<file path="src/rtl/vme_cap_pkg.sv">
// Shared types and helpers for the VME sample-RAM capture sequencer.
//   cap_state_e  - capture FSM states
//   AddrWDefault - default RAM address width
//   CntWDefault  - default event / missed-trigger counter width
//   sat_inc()    - saturating increment for counters up to SatW bits wide
package vme_cap_pkg;

    localparam int unsigned AddrWDefault = 12;
    localparam int unsigned CntWDefault  = 16;
    localparam int unsigned SatW         = 32;

    typedef enum logic [2:0] {
        StIdle,
        StPre,
        StArmed,
        StPost,
        StDone
    } cap_state_e;

    // Increment val, holding at the all-ones value of a width-bit counter.
    function automatic logic [SatW-1:0] sat_inc(input logic [SatW-1:0] val,
                                                input int unsigned      width);
        logic [SatW-1:0] max_val;
        max_val = '1;
        max_val = max_val >> (SatW - width);
        return (val >= max_val) ? max_val : val + 1'b1;
    endfunction

endpackage

</file>
<file path="src/rtl/vme_cap_len_ctr.sv">
// Loadable down-counter with zero flag, timing the PRE and POST write runs.
//   clk      - system clock
//   rst      - synchronous active-low reset
//   load_i   - load load_val_i (has priority over dec_i)
//   load_val_i - value to load
//   dec_i    - decrement by one
//   zero_o   - count is zero
module vme_cap_len_ctr #(
    parameter int unsigned W = 12
) (
    input  logic         clk,
    input  logic         rst,
    input  logic         load_i,
    input  logic [W-1:0] load_val_i,
    input  logic         dec_i,
    output logic         zero_o
);

    logic [W-1:0] cnt_q, cnt_d;

    always_comb begin
        cnt_d = cnt_q;
        if (load_i) begin
            cnt_d = load_val_i;
        end else if (dec_i) begin
            cnt_d = cnt_q - 1'b1;
        end
    end

    always_ff @(posedge clk) begin
        if (!rst) begin
            cnt_q <= '0;
        end else begin
            cnt_q <= cnt_d;
        end
    end

    assign zero_o = (cnt_q == '0);

endmodule

</file>
<file path="src/rtl/vme_ram_capture_ctrl.sv">
// Trigger-capture write sequencer for the VME-readable circular sample RAM.
// Writes one sample per clock, keeps pre_len samples before and post_len samples after
// the trigger sample, then holds the window until the VME side acknowledges readout.
//   clk, rst             - clock, synchronous active-low reset
//   arm                  - start a capture (IDLE only)
//   trig_in              - trigger level
//   mode_cont            - re-arm automatically after rd_done
//   pre_len, post_len    - window lengths, latched at arm
//   rd_done              - window consumed by VME readout
//   wr_ena, wr_addr      - RAM write strobe / address for the current cycle
//   busy, done           - capture in progress / window valid
//   trig_addr, win_start - trigger sample address / window start address
//   cfg_err              - window did not fit at last arm; post length was clamped
//   evt_cnt, miss_cnt    - accepted / missed triggers, saturating
module vme_ram_capture_ctrl
    import vme_cap_pkg::*;
#(
    parameter int unsigned ADDR_W = AddrWDefault,
    parameter int unsigned CNT_W  = CntWDefault
) (
    input  logic              clk,
    input  logic              rst,
    input  logic              arm,
    input  logic              trig_in,
    input  logic              mode_cont,
    input  logic [ADDR_W-1:0] pre_len,
    input  logic [ADDR_W-1:0] post_len,
    input  logic              rd_done,
    output logic              wr_ena,
    output logic [ADDR_W-1:0] wr_addr,
    output logic              busy,
    output logic              done,
    output logic [ADDR_W-1:0] trig_addr,
    output logic [ADDR_W-1:0] win_start,
    output logic              cfg_err,
    output logic [CNT_W-1:0]  evt_cnt,
    output logic [CNT_W-1:0]  miss_cnt
);

    cap_state_e        state_q, state_d;
    logic [ADDR_W-1:0] wr_addr_q, wr_addr_d;
    logic [ADDR_W-1:0] pre_len_q, pre_len_d;
    logic [ADDR_W-1:0] post_len_q, post_len_d;
    logic [ADDR_W-1:0] trig_addr_q, trig_addr_d;
    logic [ADDR_W-1:0] win_start_q, win_start_d;
    logic              cfg_err_q, cfg_err_d;
    logic [CNT_W-1:0]  evt_cnt_q, evt_cnt_d;
    logic [CNT_W-1:0]  miss_cnt_q, miss_cnt_d;
    logic              active_q, done_q;
    logic              trig_q;

    logic              trig_rise;
    logic              start;
    logic [ADDR_W:0]   len_sum;
    logic              len_ovf;
    logic              ctr_load, ctr_dec, ctr_zero;
    logic [ADDR_W-1:0] ctr_load_val;

    assign trig_rise = trig_in & ~trig_q;

    // Window fits only if pre + post + 1 <= DEPTH, i.e. pre + post <= DEPTH-1.
    assign len_sum = {1'b0, pre_len} + {1'b0, post_len};
    assign len_ovf = len_sum > {1'b0, {ADDR_W{1'b1}}};

    vme_cap_len_ctr #(
        .W(ADDR_W)
    ) u_len_ctr (
        .clk       (clk),
        .rst       (rst),
        .load_i    (ctr_load),
        .load_val_i(ctr_load_val),
        .dec_i     (ctr_dec),
        .zero_o    (ctr_zero)
    );

    always_comb begin
        state_d      = state_q;
        wr_addr_d    = wr_addr_q;
        pre_len_d    = pre_len_q;
        post_len_d   = post_len_q;
        trig_addr_d  = trig_addr_q;
        win_start_d  = win_start_q;
        cfg_err_d    = cfg_err_q;
        evt_cnt_d    = evt_cnt_q;
        miss_cnt_d   = miss_cnt_q;
        ctr_load     = 1'b0;
        ctr_load_val = '0;
        ctr_dec      = 1'b0;
        start        = 1'b0;

        unique case (state_q)
            StIdle: begin
                start = arm;
            end
            StPre: begin
                wr_addr_d = wr_addr_q + 1'b1;
                if (trig_rise) begin
                    miss_cnt_d = CNT_W'(sat_inc(SatW'(miss_cnt_q), CNT_W));
                end
                // Counter was loaded with pre_len-1, so zero marks the last PRE write.
                if (ctr_zero) begin
                    state_d = StArmed;
                end else begin
                    ctr_dec = 1'b1;
                end
            end
            StArmed: begin
                if (trig_in) begin
                    trig_addr_d = wr_addr_q;
                    win_start_d = wr_addr_q - pre_len_q;
                    evt_cnt_d   = CNT_W'(sat_inc(SatW'(evt_cnt_q), CNT_W));
                    if (post_len_q != '0) begin
                        state_d      = StPost;
                        wr_addr_d    = wr_addr_q + 1'b1;
                        ctr_load     = 1'b1;
                        ctr_load_val = post_len_q - 1'b1;
                    end else begin
                        state_d = StDone;
                    end
                end else begin
                    wr_addr_d = wr_addr_q + 1'b1;
                end
            end
            StPost: begin
                if (trig_rise) begin
                    miss_cnt_d = CNT_W'(sat_inc(SatW'(miss_cnt_q), CNT_W));
                end
                // The address freezes on the last POST write for the DONE hold.
                if (ctr_zero) begin
                    state_d = StDone;
                end else begin
                    ctr_dec   = 1'b1;
                    wr_addr_d = wr_addr_q + 1'b1;
                end
            end
            StDone: begin
                if (trig_rise) begin
                    miss_cnt_d = CNT_W'(sat_inc(SatW'(miss_cnt_q), CNT_W));
                end
                if (rd_done) begin
                    if (mode_cont) begin
                        start = 1'b1;
                    end else begin
                        state_d = StIdle;
                    end
                end
            end
            default: begin
                state_d = StIdle;
            end
        endcase

        // Arm from IDLE and continuous re-arm from DONE share one start path.
        if (start) begin
            pre_len_d = pre_len;
            wr_addr_d = '0;
            if (len_ovf) begin
                cfg_err_d  = 1'b1;
                post_len_d = ~pre_len;  // DEPTH-1-pre_len
            end else begin
                cfg_err_d  = 1'b0;
                post_len_d = post_len;
            end
            if (pre_len != '0) begin
                state_d      = StPre;
                ctr_load     = 1'b1;
                ctr_load_val = pre_len - 1'b1;
            end else begin
                state_d = StArmed;
            end
        end
    end

    always_ff @(posedge clk) begin
        if (!rst) begin
            state_q     <= StIdle;
            wr_addr_q   <= '0;
            pre_len_q   <= '0;
            post_len_q  <= '0;
            trig_addr_q <= '0;
            win_start_q <= '0;
            cfg_err_q   <= 1'b0;
            evt_cnt_q   <= '0;
            miss_cnt_q  <= '0;
            active_q    <= 1'b0;
            done_q      <= 1'b0;
            trig_q      <= 1'b0;
        end else begin
            state_q     <= state_d;
            wr_addr_q   <= wr_addr_d;
            pre_len_q   <= pre_len_d;
            post_len_q  <= post_len_d;
            trig_addr_q <= trig_addr_d;
            win_start_q <= win_start_d;
            cfg_err_q   <= cfg_err_d;
            evt_cnt_q   <= evt_cnt_d;
            miss_cnt_q  <= miss_cnt_d;
            active_q    <= (state_d == StPre) || (state_d == StArmed) || (state_d == StPost);
            done_q      <= (state_d == StDone);
            trig_q      <= trig_in;
        end
    end

    assign wr_ena    = active_q;
    assign busy      = active_q;
    assign done      = done_q;
    assign wr_addr   = wr_addr_q;
    assign trig_addr = trig_addr_q;
    assign win_start = win_start_q;
    assign cfg_err   = cfg_err_q;
    assign evt_cnt   = evt_cnt_q;
    assign miss_cnt  = miss_cnt_q;

endmodule

</file>
<file path="config.mk">
export PLATFORM = sky130hd
export DESIGN_NAME = vme_ram_capture_ctrl
export DESIGN_NICKNAME = d
export VERILOG_FILES = /design/src/rtl/vme_cap_pkg.sv /design/src/rtl/vme_cap_len_ctr.sv /design/src/rtl/vme_ram_capture_ctrl.sv
export SDC_FILE = /design/constraint.sdc
export NUM_CORES = 1
export LEC_CHECK = 0
export ABC_AREA = 1
export CAP_MARGIN = 20
export CORE_ASPECT_RATIO = 0.75
export CORE_MARGIN = 5
export CORE_UTILIZATION = 55
export DETAILED_ROUTE_END_ITERATION = 8
export MAX_ROUTING_LAYER = met4
export PLACE_DENSITY = 0.81
export SETUP_SLACK_MARGIN = 0.5
export SYNTH_ARGS = -nofsm -noshare
export SYNTH_HDL_FRONTEND = slang
export SYNTH_SLANG_ARGS = --single-unit
</file>
<file path="constraint.sdc">
create_clock -name clk -period 2.25 [get_ports clk]
set_input_delay 0.225 -clock clk [delete_from_list [all_inputs] [get_ports clk]]
set_output_delay 0.225 -clock clk [all_outputs]
set_load 0.02 [all_outputs]
</file>
==> results of run 1 <==
==> logic make-up after synthesis <==
kind of cell	count (synthesis)	share of synthesized area, %
simple gates	500	31.9
fa+ha+maj	33	6.12
compound gates	186	14.8
flops	111	31.8
buf+inv	166	9.70
xor+xnor	46	5.76
==> worst max-delay path by stage <==
stage,endpoint,slack [ps],cells after the start
after floorplan,win_start[8],510,8
after global placement,post_len_q[0],100,11
after detailed placement,post_len_q[1],20,11
after CTS,u_len_ctr.cnt_q[9],440,10
after global routing,u_len_ctr.cnt_q[1],360,12
final,u_len_ctr.cnt_q[1],450,12
==> worst min-delay path, delay by kind of cell <==
| kind | cells | cell delay (ps) |
|---|---|---|
| buffers and inverters | 1 | 110 |
| and+or+nand+nor | 4 | 230 |
==> layout make-up <==
class,instances,area [sq um]
multi-input cells,766,4370
clock buffers,12,267
flip-flops and latches,111,2240
repair buffers,156,1500
inverters,136,514
clock inverters,4,52.6
well taps,166,208
fillers,964,3200
==> report_power, final <==
group	internal [mW]	leakage, nW	switching, mW	total, mW
registers	2.08	0.908	0.114	2.19
clock network	0.958	0.159	0.742	1.70
logic	0.595	2.96	0.942	1.54
==> sequential cells by signal, indices dropped and copies added, names as in the netlist <==
| signal | flops |
|---|---|
| miss_cnt | 16 |
| wr_addr | 12 |
| done | 1 |
| trig_addr | 12 |
| evt_cnt | 16 |
| pre_len_q | 12 |
| u_len_ctr.cnt_q | 12 |
| busy | 1 |
| state_q | 3 |
| post_len_q | 12 |
| cfg_err | 1 |
| win_start | 12 |
| trig_q | 1 |
==> stage by stage <==
stage	setup slack, ps	cell area [sq um]	cells
detailed placement	22.6	8330	1316
finish	446	9150	1351
global route	356	9150	1351
floorplan	513	7000	1042
CTS	445	8730	1337
global placement	104	8330	1316
==> cells in the final DEF (no fill, tap or decap), types with 6 or more instances in the layout <==
cell type	Yosys	layout
sky130_fd_sc_hd__nor2_2	2	9
sky130_fd_sc_hd__dlymetal6s2s_1	0	10
sky130_fd_sc_hd__ha_1	31	23
sky130_fd_sc_hd__inv_2	5	9
sky130_fd_sc_hd__nand4_1	26	26
sky130_fd_sc_hd__a21oi_2	7	14
sky130_fd_sc_hd__nor2_4	4	6
sky130_fd_sc_hd__dfxtp_2	0	8
sky130_fd_sc_hd__nor3_2	5	11
sky130_fd_sc_hd__nor2_1	132	123
sky130_fd_sc_hd__a21oi_1	87	80
sky130_fd_sc_hd__nand3_1	82	76
sky130_fd_sc_hd__o21bai_1	6	6
sky130_fd_sc_hd__xnor2_1	11	11
sky130_fd_sc_hd__o211ai_1	7	7
sky130_fd_sc_hd__xor2_1	35	35
sky130_fd_sc_hd__buf_4	4	47
sky130_fd_sc_hd__dfxtp_1	111	101
sky130_fd_sc_hd__clkdlybuf4s50_1	0	87
sky130_fd_sc_hd__inv_1	128	123
sky130_fd_sc_hd__o21ai_0	65	58
sky130_fd_sc_hd__nand2_1	212	205
sky130_fd_sc_hd__nand2_4	2	7
sky130_fd_sc_hd__nand3_2	3	6
sky130_fd_sc_hd__nand2_2	6	8
sky130_fd_sc_hd__nor3_1	17	10
sky130_fd_sc_hd__clkbuf_16	0	10
==> per-layer routing <==
layer  track usage (%)  part of all wire [%]  vias to the layer above
met3              5.24                    11                       39
met1              39.2                    45                     3453
met4              5.81                   1.4                        0
li1                  -                     -                     3674
met5                 -                     0                        -
met2              38.5                    42                      428
==> timing repair <==
| action | CTS | global route |
|---|---|---|
| pin swaps | 4 | 24 |
| endpoints found under the setup margin | 55 | 70 |
| cloned | 0 | 3 |
| resized for setup | 18 | 84 |
| buffers inserted | 5 | 11 |
==> summary.md, run 1 <==
For this design the top-level I/O count stands at 102. The tools report the total overflow reported by the global router as 0. The first global-routing pass estimated 32700 um of wire. The HPWL after detailed placement is 15300 um.

The flip-flop and latch count after synthesis is 111. At the pin with the least slew margin, the transition time is 562 ps. The worst hold path terminates at post_len_q[0]. The share of the Yosys chip area taken by registers is 31.8%. In this run the power density over the cells is 593 mW/mm^2. For this configuration, the core starts out at a cell density of 56.6%. The run gives 0 as the final antenna diode count. The H-tree generated during clock tree synthesis spans 3 levels. The post-route clock skew came out at 7.87 ps. The floorplan step set the die width to 140 um. After the first detailed-routing iteration, the DRC count stood at 921. Of all nets on the critical path, the largest fanout is 7. For the fraction of the core area covered by cells at the end of the flow, the log shows 74.1%. Once detail routing completed, the nets flagged for antenna violations numbered 0. The run gives 0 as the number of antenna violations at the first check in global routing. The clock-pin slew on the worst setup and hold paths is 70 ps. The count of yosys warnings during synthesis is 0. The cell count of the worst reg-to-reg path is 11, and the number of synthesized flops with an enable pin is 0. The cell area after technology mapping is 0.00699 sq mm. Summed over all instances, the cell type with the most area after synthesis is sky130_fd_sc_hd__dfxtp_1. The final-layout worst hold slack came out at 241 ps. The run gives 6529 as the number of global-route vias before repair. The tools report the standard-cell row count as 35. The startpoint identified for the worst register-to-register timing path is state_q[0].

After detailed routing, the average wire length per cell comes to 15.6 um. The clock net in this run drives a total of 111 sinks. The cell type of the slowest stage on the worst timing path was sky130_fd_sc_hd__clkdlybuf4s50_1. For this run, design rule violations remaining after detail routing come to 0. Across all layers, the routed design uses 7594 vias. The start point of the worst hold path is post_len[0].

Yosys instantiated no cell more often than sky130_fd_sc_hd__nand2_1. The logs give 4.02 nW for the static power due to leakage and 9 for the number of clock buffers inserted by TritonCTS. The port buffer count was 101. Setup violations remaining at the end of the flow were counted as 0. The critical path launch point is pre_len[5].

The maximum frequency from static timing analysis is 554 MHz, and the share of flip-flops with an asynchronous set or reset after synthesis is 0%. The detailed-routing iteration count for the pre-antenna-repair pass was 6; the number of max-cap violations was 0. The kind of critical path was primary input to register. The largest net degree at the start of global routing is 58, and the via-per-instance ratio is 5.62.

The core region is 0.0123 sq mm. In the post-synthesis netlist, the biggest area contributors are sky130_fd_sc_hd__dfxtp_1, sky130_fd_sc_hd__nand2_1, sky130_fd_sc_hd__nor2_1. TritonCTS built the clock tree.

The mean cell area of the mapped netlist was 6.71 sq um; the number of instances in the synthesized netlist was 1042. Setup repair after global routing could not meet its margin everywhere. The setup check on the worst reg-to-reg path leaves a slack of 530 ps.

For this block, the routed nets add up to 21100 um of wire. The placer congestion estimate is 0.985. Sorting the synthesized cells by how often they occur yields sky130_fd_sc_hd__nand2_1, sky130_fd_sc_hd__nor2_1, sky130_fd_sc_hd__inv_1.

The final critical path time including I/O delays and setup was 1800 ps. The tools report the critical register-to-register path endpoint as u_len_ctr.cnt_q[10]. The tree is rooted in a sky130_fd_sc_hd__clkbuf_16. Dividing the final minimum period by the clock period gives 80.2%. The logs give 441 uV for the maximum resistive drop on vdd and 350 ps for the source-to-sink clock delay at the later pin of the worst-skew pair. The die covers 0.0151 sq mm. The tools report the total count of max-transition violations in the final report as 0. The run finished with clean final reports. Summed over all failing endpoints, the final setup total negative slack is 0 ps.

In this run the vertical extent of the chip is 108 um. For the post-cts hold buffer count, the log shows 0. Walking the worst path, the cells encountered are clkdlybuf4s50_1, buf_4, nor2_1, inv_1, nor2_2, nand3_2, nand2_4, buf_4, inv_2, a21oi_1, nor2_1, nor2_1. The tools report the kind of start point of the critical path as a primary input. The min-delay analysis places its worst path in the category primary input to register. At the worst endpoint, the required time is 2540 ps. The synthesized design devotes to its leading area cell type 31.8% of total area. The global-route total usage across every layer is 26.9%, and the share of layout cells above drive strength 1 is 14.9%.

The clock passes through at most 2 buffers. The worst setup path is captured at a register. In this run, distinct cell masters in the synthesized netlist total 43. The family of cells with the greatest summed delay on the critical path is buffers and inverters. In the final design database the tool counted 1243 nets. The instance count along the most critical hold path works out to 5. Together, buffers and inverters on the worst path number 5. The overall power consumption was 5.43 mW. The most used flip-flop cell after synthesis is sky130_fd_sc_hd__dfxtp_1. The tools report the data arrival time of the worst path as 2100 ps. The largest stage delay on the critical path was 480 ps. From synthesis to final layout, the design area changed by 30.9%. In this run the tightest slew margin relative to its limit is 62.6%.

In this design, the critical path's most frequently occurring cell is sky130_fd_sc_hd__nor2_1. The final-report hold violation count was 0; the net count of the mapped netlist was 1105.
Note: power is estimated with default switching activity, not from simulation.
==> run 2: changes to the inputs <==
- CORE_UTILIZATION: 55 -> 50
- PLACE_DENSITY: 0.81 -> 0.77
- clock period: 2.25 -> 1.5 ns (I/O delays scaled with it)
==> run 2 against run 1 <==
  * The flow now finishes with violations (negative setup slack)
  * Sequential share of layout area is 5.8 points lower
  * Worst hold slack worse by 130 ps
  * Clock power is 52% higher
  * Global-route usage is 9.0 points higher
  * Largest power group is now combinational logic
  * Utilization is 20 points higher
  * Cell area is 41% higher
  * Setup slack worse by 970 ps
==> summary.md, run 2 (synthesis results as in run 1) <==
For the final-report setup violation count, the log shows 105 (+105). The flow ran to the end, but the final reports show violations. The minimum setup slack in the final design was -519 ps (-965 ps). The library cell used most frequently in the layout, excluding fill and tap cells, is sky130_fd_sc_hd__buf_4.

Placer congestion estimate: 0.968 (-1.7%). For the maximum clock insertion buffer count, the log shows 2 (unchanged). The top cell types in the final layout, fill and taps aside, are sky130_fd_sc_hd__buf_4, sky130_fd_sc_hd__nand2_1, sky130_fd_sc_hd__inv_1, sky130_fd_sc_hd__buf_6, sky130_fd_sc_hd__nor2_1. Internal portion of total power: 6.16 mW (+70%). The data arrival time of the worst path is 2280 ps (+180 ps), and the cell count of the worst reg-to-reg path is 10 (-1).

The share of layout cells above drive strength 1 was 57.8% (+43 points); the standard-cell row count was 37 (+5.7%). The tools report the source-to-sink clock delay at the later pin of the worst-skew pair as 380 ps (+30 ps). Setup repair after global routing could not meet its margin everywhere. The routed length per instance came out at 27.2 um (+74%). The switching part of the total power came out at 40.4% (+7.3 points).

TritonCTS built the clock tree. Placed instance count: 1447 (+10%). The count of antenna-violating nets left after detailed routing came out at 0 (unchanged).

The routed wire length is 42800 um (+100%), and the proportion of power drawn by combinational gates is 43.3% (+15 points). The initial cell density of the core is 51.0% (-5.6 points). The slew at the pin closest to its max-slew limit was 554 ps (-7.84 ps); the sequential share of power was 31.6% (-8.8 points). The final clock period utilization by the worst path was 135%. The critical path is of the register to register type. The total overflow reported by the global router is 0 (unchanged), and the maximum frequency from static timing analysis is 495 MHz. The first-pass GRT wire length came out at 47000 um (+44%).

The share of power burned in the clock network is 25.0% (-6.3 points), and the final critical path time including I/O delays and setup is 2020 ps. The logs give 9 (unchanged) for the number of clock buffers inserted by TritonCTS and 10856 (+43%) for the via count. The run gives 0 (unchanged) as the total count of max-transition violations in the final report. The area overhead of the layout relative to synthesis is 84.6%. The post-route clock skew came out at 15.5 ps (+7.66 ps). The critical-path maximum fanout came out at 4 (-3). The final-report hold violation count was 0 (unchanged); the floorplan core area was 0.0137 sq mm (+11%). For the setup TNS, the log shows -20420 ps (-20420 ps). The detailed-routing iteration count for the pre-antenna-repair pass is 7 (+1). The register-to-register setup slack was -520 ps (-1050 ps); the port buffer count was 101 (unchanged). The largest net degree at the start of global routing came out at 43 (-26%). The path category of the worst min-delay check was primary input to register. In this run the critical register-to-register path is launched from pre_len_q[7].

The worst register-to-register path ends at win_start[8]. Number of antenna violations at the first check in global routing: 3 (+3). The checks that failed: negative setup slack. The non-filler instance count after layout is 1571 (+16%), and the via-per-instance ratio is 6.91 (+23%). The height of the die came out at 112 um (+4.4%). The run gives 0 (unchanged) as the remaining routing DRC violations.

The tools report the buffer type at the clock tree root as sky130_fd_sc_hd__clkbuf_16. The post-cts hold buffer count came out at 0 (unchanged). The required arrival time at the worst endpoint was 1760 ps (-780 ps). For the H-tree depth, the log shows 3 (unchanged). Count of boundary I/O pins: 102 (unchanged).

The maximum resistive drop on vdd came out at 668 uV (+51%). The tools report the switching power total as 4.17 mW (+130%). For the clock sink count, the log shows 111 (unchanged).

The normalized max-slew margin was 62.9% (+0.40 points). The count of nets after finishing came out at 1451 (+17%). The tools report the end of the critical path as win_start[8]. The power per standard cell area was 801 mW/mm^2 (+35%).

Width of the die: 147 um (+4.5%). The number of global-route vias before repair is 9185 (+41%), and the first-iteration detailed-routing DRC count is 1892 (+110%). The overall die area was 0.0165 sq mm (+9.2%).

The half-perimeter wire length of the detailed placement result came out at 16700 um (+9.6%). STA classifies the critical path startpoint as a register. The critical path launch point is pre_len_q[7]. STA classifies the critical path endpoint as a register. The run gives 35.9% (+9.0 points) as the global-route total usage across every layer. The pre-CTS setup slack was -701 ps (-724 ps); the static power due to leakage was 5.65 nW (+40%).

Number of max-cap violations: 0 (unchanged). The clock-pin slew on the worst setup and hold paths came out at 90 ps (+20 ps).
## run 2: cell types whose count changed in the layout (fill, tap and decap cells not counted), sizes merged
cell and change:
buf +281, clkdlybuf4s50 -83, clkdlybuf4s15 +13, dlymetal6s2s -10, clkbuf +5, inv +4
diode +3, bufinv -1, dlygate4sd2 -1
## run 2: how the worst min path moves through the flow
stage                          to  slack (ps)  depth (start not counted)        start
detailed placement    evt_cnt[11]         480                          2  evt_cnt[11]
global route        post_len_q[0]         140                          5  post_len[0]
floorplan                  trig_q         240                          2      trig_in
CTS                 post_len_q[0]         100                          5  post_len[0]
global placement      evt_cnt[11]         480                          2  evt_cnt[11]
finish              post_len_q[0]         110                          5  post_len[0]
## run 2: per-stage QoR
stage                     total power [mW]  util [%]  hold WS [ps]  instance area [sq um]
after detailed placement              5.98      72.0           477                   9860
after global placement                5.92      72.0           476                   9860
final                                 10.3      94.2           114                  12900
after floorplan                       4.89         -           243                   7590
after global routing                  10.5      94.2           144                  12900
after CTS                             9.07      84.5          98.9                  11600
## run 2: area by class of cell
class,instances,area (sq um)
Multi-Input combinational cell,766,5820
Timing Repair Buffer,363,3570
Sequential cell,111,2410
Fill cell,350,801
Inverter,136,568
Clock buffer,10,229
Tap cell,175,219
Clock inverter,6,62.6
Timing Repair inverter,1,16.3
Antenna cell,3,7.51
## run 2: per-layer routing
layer  wire, um  up-vias  part of all wire (%)  global-route usage (%)
met3       6440      578                    15                    8.35
met1      13700     4883                    32                    42.1
met4       4680        0                    11                    17.4
met5          0        -                     0                       -
li1           -     4096                     -                       -
met2      18000     1299                    42                    58.3
## run 2: critical path, stage by stage, from the launching register on
cell and delay, ps:
sky130_fd_sc_hd__dfxtp_2 340, sky130_fd_sc_hd__inv_1 130, sky130_fd_sc_hd__ha_4 250, sky130_fd_sc_hd__nand2_1 280, sky130_fd_sc_hd__a21oi_1 100, sky130_fd_sc_hd__nor2_1 260
sky130_fd_sc_hd__nand2_1 160, sky130_fd_sc_hd__nand2_1 130, sky130_fd_sc_hd__nand3_2 80, sky130_fd_sc_hd__o211ai_1 80, sky130_fd_sc_hd__inv_1 80
## run 2: power groups by stage
stage	logic, mW	clock network, mW	registers, mW
finish	4.48	2.59	3.27
global route	4.61	2.63	3.27
CTS	3.40	2.45	3.22
detailed placement	2.70	0	3.28
global placement	2.64	0	3.28
floorplan	1.56	0	3.33
## run 2: timing repair
action / CTS / global route
endpoints found under the setup margin: 182 / 181
cloned: 11 / 6
pin swaps: 128 / 84
gates resized for setup: 699 / 262
buffers inserted: 43 / 45
==> run 3: changes to the inputs <==
- HOLD_SLACK_MARGIN: default -> 0.02
- clock period: 1.5 -> 1.6 ns (I/O delays scaled with it)
==> run 3 against run 2 <==
  * The run still ends with negative setup slack left
  * Cell area is 6.0% lower
  * Register-to-register slack better by 140 ps
  * Routed wire length is 17% lower
  * Flip-flop and latch count stayed put
  * Total power is 9.1% lower
  * Count of clock-buffer cells in the layout stayed put
  * First-iteration DRC count is 11% lower
  * Cell count is 4.8% lower
  * Non-clock buffer count is 73 lower
  * Via count is 10% lower
  * Clock skew is 3.6 ps lower
  * Critical path type unchanged
  * Largest cell class unchanged
==> summary.md, run 3 (synthesis results as in run 1) <==
The run finished, with violations left. The checks that failed: negative setup slack. The start point of the worst hold path is rst. The overall power consumption was 9.40 mW (-9.1%); the area overhead of the layout relative to synthesis was 73.5%. The minimum setup slack in the final design came out at -374 ps (+144 ps). The half-perimeter wire length of the detailed placement result was 16600 um (-0.57%); the width of the die was 147 um (unchanged). The setup TNS is -3550 ps (+16880 ps).

The tools report the count of nets after finishing as 1378 (-5.0%). The overall die area is 0.0165 sq mm (unchanged), and the number of global-route vias before repair is 8120 (-12%). For the post-cts hold buffer count, the log shows 0 (unchanged). The tools report the clock sink count as 111 (unchanged).

The global-route total usage across every layer is 31.0% (-4.8 points). STA classifies the critical path endpoint as a register. Via count: 9723 (-10%).

The tools report the number of clock buffers inserted by TritonCTS as 9 (unchanged). The total count of max-transition violations in the final report was 0 (unchanged); the first-iteration detailed-routing DRC count was 1691 (-11%). The tools report the final-report setup violation count as 44 (-58%).

The area after detailed placement is 0.00956 sq mm (-3.0%), and the filler cell count in the final layout is 585 (+67%). The static power due to leakage came out at 5.32 nW (-5.9%). The logs give 0 (unchanged) for the total overflow reported by the global router and 37 (unchanged) for the standard-cell row count.

The placer congestion estimate was 0.968 (about the same); the largest stage delay on the critical path was 350 ps (about the same). The floorplan core area was 0.0137 sq mm (unchanged). The cell count of the worst reg-to-reg path is 8 (-2), and the H-tree depth is 3 (unchanged). The logs give 68.8% (+5.9 points) for the normalized max-slew margin and 2 (unchanged) for the maximum clock insertion buffer count. The first-pass GRT wire length is 41000 um (-13%). The kind of start point of the critical path is a register. The routed length per instance is 23.8 um (-12%). By startpoint and endpoint, the worst setup path is classified as register to register. Traced cell by cell, the critical path runs through buf_4, nor2_1, nand2_1, nor2_1, nand3_1, a21oi_4, nor2_2, a21oi_1. The largest net degree at the start of global routing was 43 (unchanged). The port buffer count is 101 (unchanged), and the final antenna diode count is 0 (-3).

CTS placed an instance of sky130_fd_sc_hd__clkbuf_16 at the clock tree root. Final critical path time including I/O delays and setup: 1970 ps (-44.3 ps). The startpoint identified for the worst register-to-register timing path is post_len_q[8].

Worst-case hold path end point: evt_cnt[6]. The data arrival time of the worst path was 2240 ps (-40 ps); the initial cell density of the core was 51.0% (unchanged). The power per standard cell area is 775 mW/mm^2 (-3.3%). The run gives 0.00236 sq mm (-1.9%) as the total area of sequential cells. The largest individual stage delay along the critical path comes from the cell sky130_fd_sc_hd__dfxtp_1. Share of layout cells above drive strength 1: 53.6% (-4.2 points). The instance count along the most critical hold path was 3 (-2). TritonCTS built the clock tree. Via-per-instance ratio: 6.50 (-5.9%). Leaving out fill and tap cells, the most frequent cells in the layout are sky130_fd_sc_hd__nand2_1, sky130_fd_sc_hd__buf_4, sky130_fd_sc_hd__inv_1, sky130_fd_sc_hd__nor2_1. The count of boundary I/O pins is 102 (unchanged), and the remaining routing DRC violations is 0 (unchanged). Setup repair after global routing could not meet its margin everywhere. The register-to-register setup slack came out at -370 ps (+140 ps).

The routed wire length is 35600 um (-17%), and the maximum resistive drop on vdd is 686 uV (+2.6%). The clock-pin slew on the worst setup and hold paths was 90 ps (about the same). The height of the die works out to 112 um (unchanged). The critical-path maximum fanout is 4 (unchanged), and the multi-input gate area in the final layout is 0.00591 sq mm (+1.5%).

The min-delay analysis places its worst path in the category primary input to register. The number of max-cap violations is 0 (unchanged), and the source-to-sink clock delay at the later pin of the worst-skew pair is 370 ps (about the same). The most common library cell in the layout ignoring fill and taps was sky130_fd_sc_hd__nand2_1.

The tools report the post-route clock skew as 11.9 ps (-3.58 ps). The final clock period utilization by the worst path was 123% (-11 points). The count of antenna-violating nets left after detailed routing is 0 (unchanged).

For the number of antenna violations at the first check in global routing, the log shows 0 (-3). The detailed-routing iteration count for the pre-antenna-repair pass came out at 7 (unchanged). The maximum frequency from static timing analysis came out at 507 MHz (+2.2%).

The most numerous cell type found on the critical path is sky130_fd_sc_hd__nor2_1. The final instance area was 0.0121 sq mm (-6.0%); the required arrival time at the worst endpoint was 1870 ps (+110 ps). The worst register-to-register path ends at u_len_ctr.cnt_q[11]. The final-report hold violation count was 0 (unchanged).

The slew at the pin closest to its max-slew limit was 464 ps (-90.1 ps).
run 3: cell type report:
cell class / instances / share of cell area (%)
repair buffers: 290 / 22.6
clock inverters: 6 / 0.629
inverters: 136 / 4.78
well taps: 175 / 1.81
repair inverters: 1 / 0.134
multi-input cells: 766 / 48.7
clock buffers: 10 / 1.89
flip-flops and latches: 111 / 19.5
run 3: worst max-delay path by stage:
stage / to / cells past startpoint / startpoint
floorplan: win_start[8] / 9 / wr_addr[0]
global placement: u_len_ctr.cnt_q[8] / 12 / pre_len[0]
detailed placement: u_len_ctr.cnt_q[8] / 12 / pre_len[0]
CTS: win_start[8] / 9 / wr_addr[0]
global route: u_len_ctr.cnt_q[11] / 8 / post_len_q[8]
finish: u_len_ctr.cnt_q[11] / 8 / post_len_q[8]
run 3: worst max-delay path, delay by kind of cell (launching register included):
kind	cells	cell delay (ps)
flip-flops	1	350
buffers and inverters	1	170
AND/OR/NAND/NOR	5	900
AO/OA/AOI/OAI	2	450
run 3: power by group:
group | leakage (nW) | internal (mW) | switching [mW]
sequential | 0.939 | 2.90 | 0.193
clock | 0.150 | 1.25 | 1.22
combinational | 4.23 | 1.61 | 2.23
run 3: metrics by stage:
step / utilization, % / worst slack [ps] / cells / hold WS (ps)
6_report: 88.5 / -374 / 1495 / 163
5_1_grt: 88.5 / -392 / 1495 / 167
4_1_cts: 77.9 / 27.2 / 1461 / 181
3_5_place_dp: 69.8 / -569 / 1409 / 479
3_3_place_gp: 69.8 / -496 / 1409 / 476
2_1_floorplan: - / 36.4 / 1042 / 253
run 3: repair_timing:
action / in CTS / in global routing
gates cloned: 7 / 4
resized for setup: 549 / 315
pin swaps: 89 / 95
endpoints found under the setup margin: 182 / 139
buffers inserted: 29 / 30
run 3: layer usage:
layer | vias to the layer above | GRT usage [%] | wire length [um]
met5 | - | - | 0
met2 | 939 | 49.3 | 15400
met3 | 353 | 5.65 | 4570
li1 | 3943 | - | -
met1 | 4488 | 39.5 | 12400
met4 | 0 | 12.0 | 3270
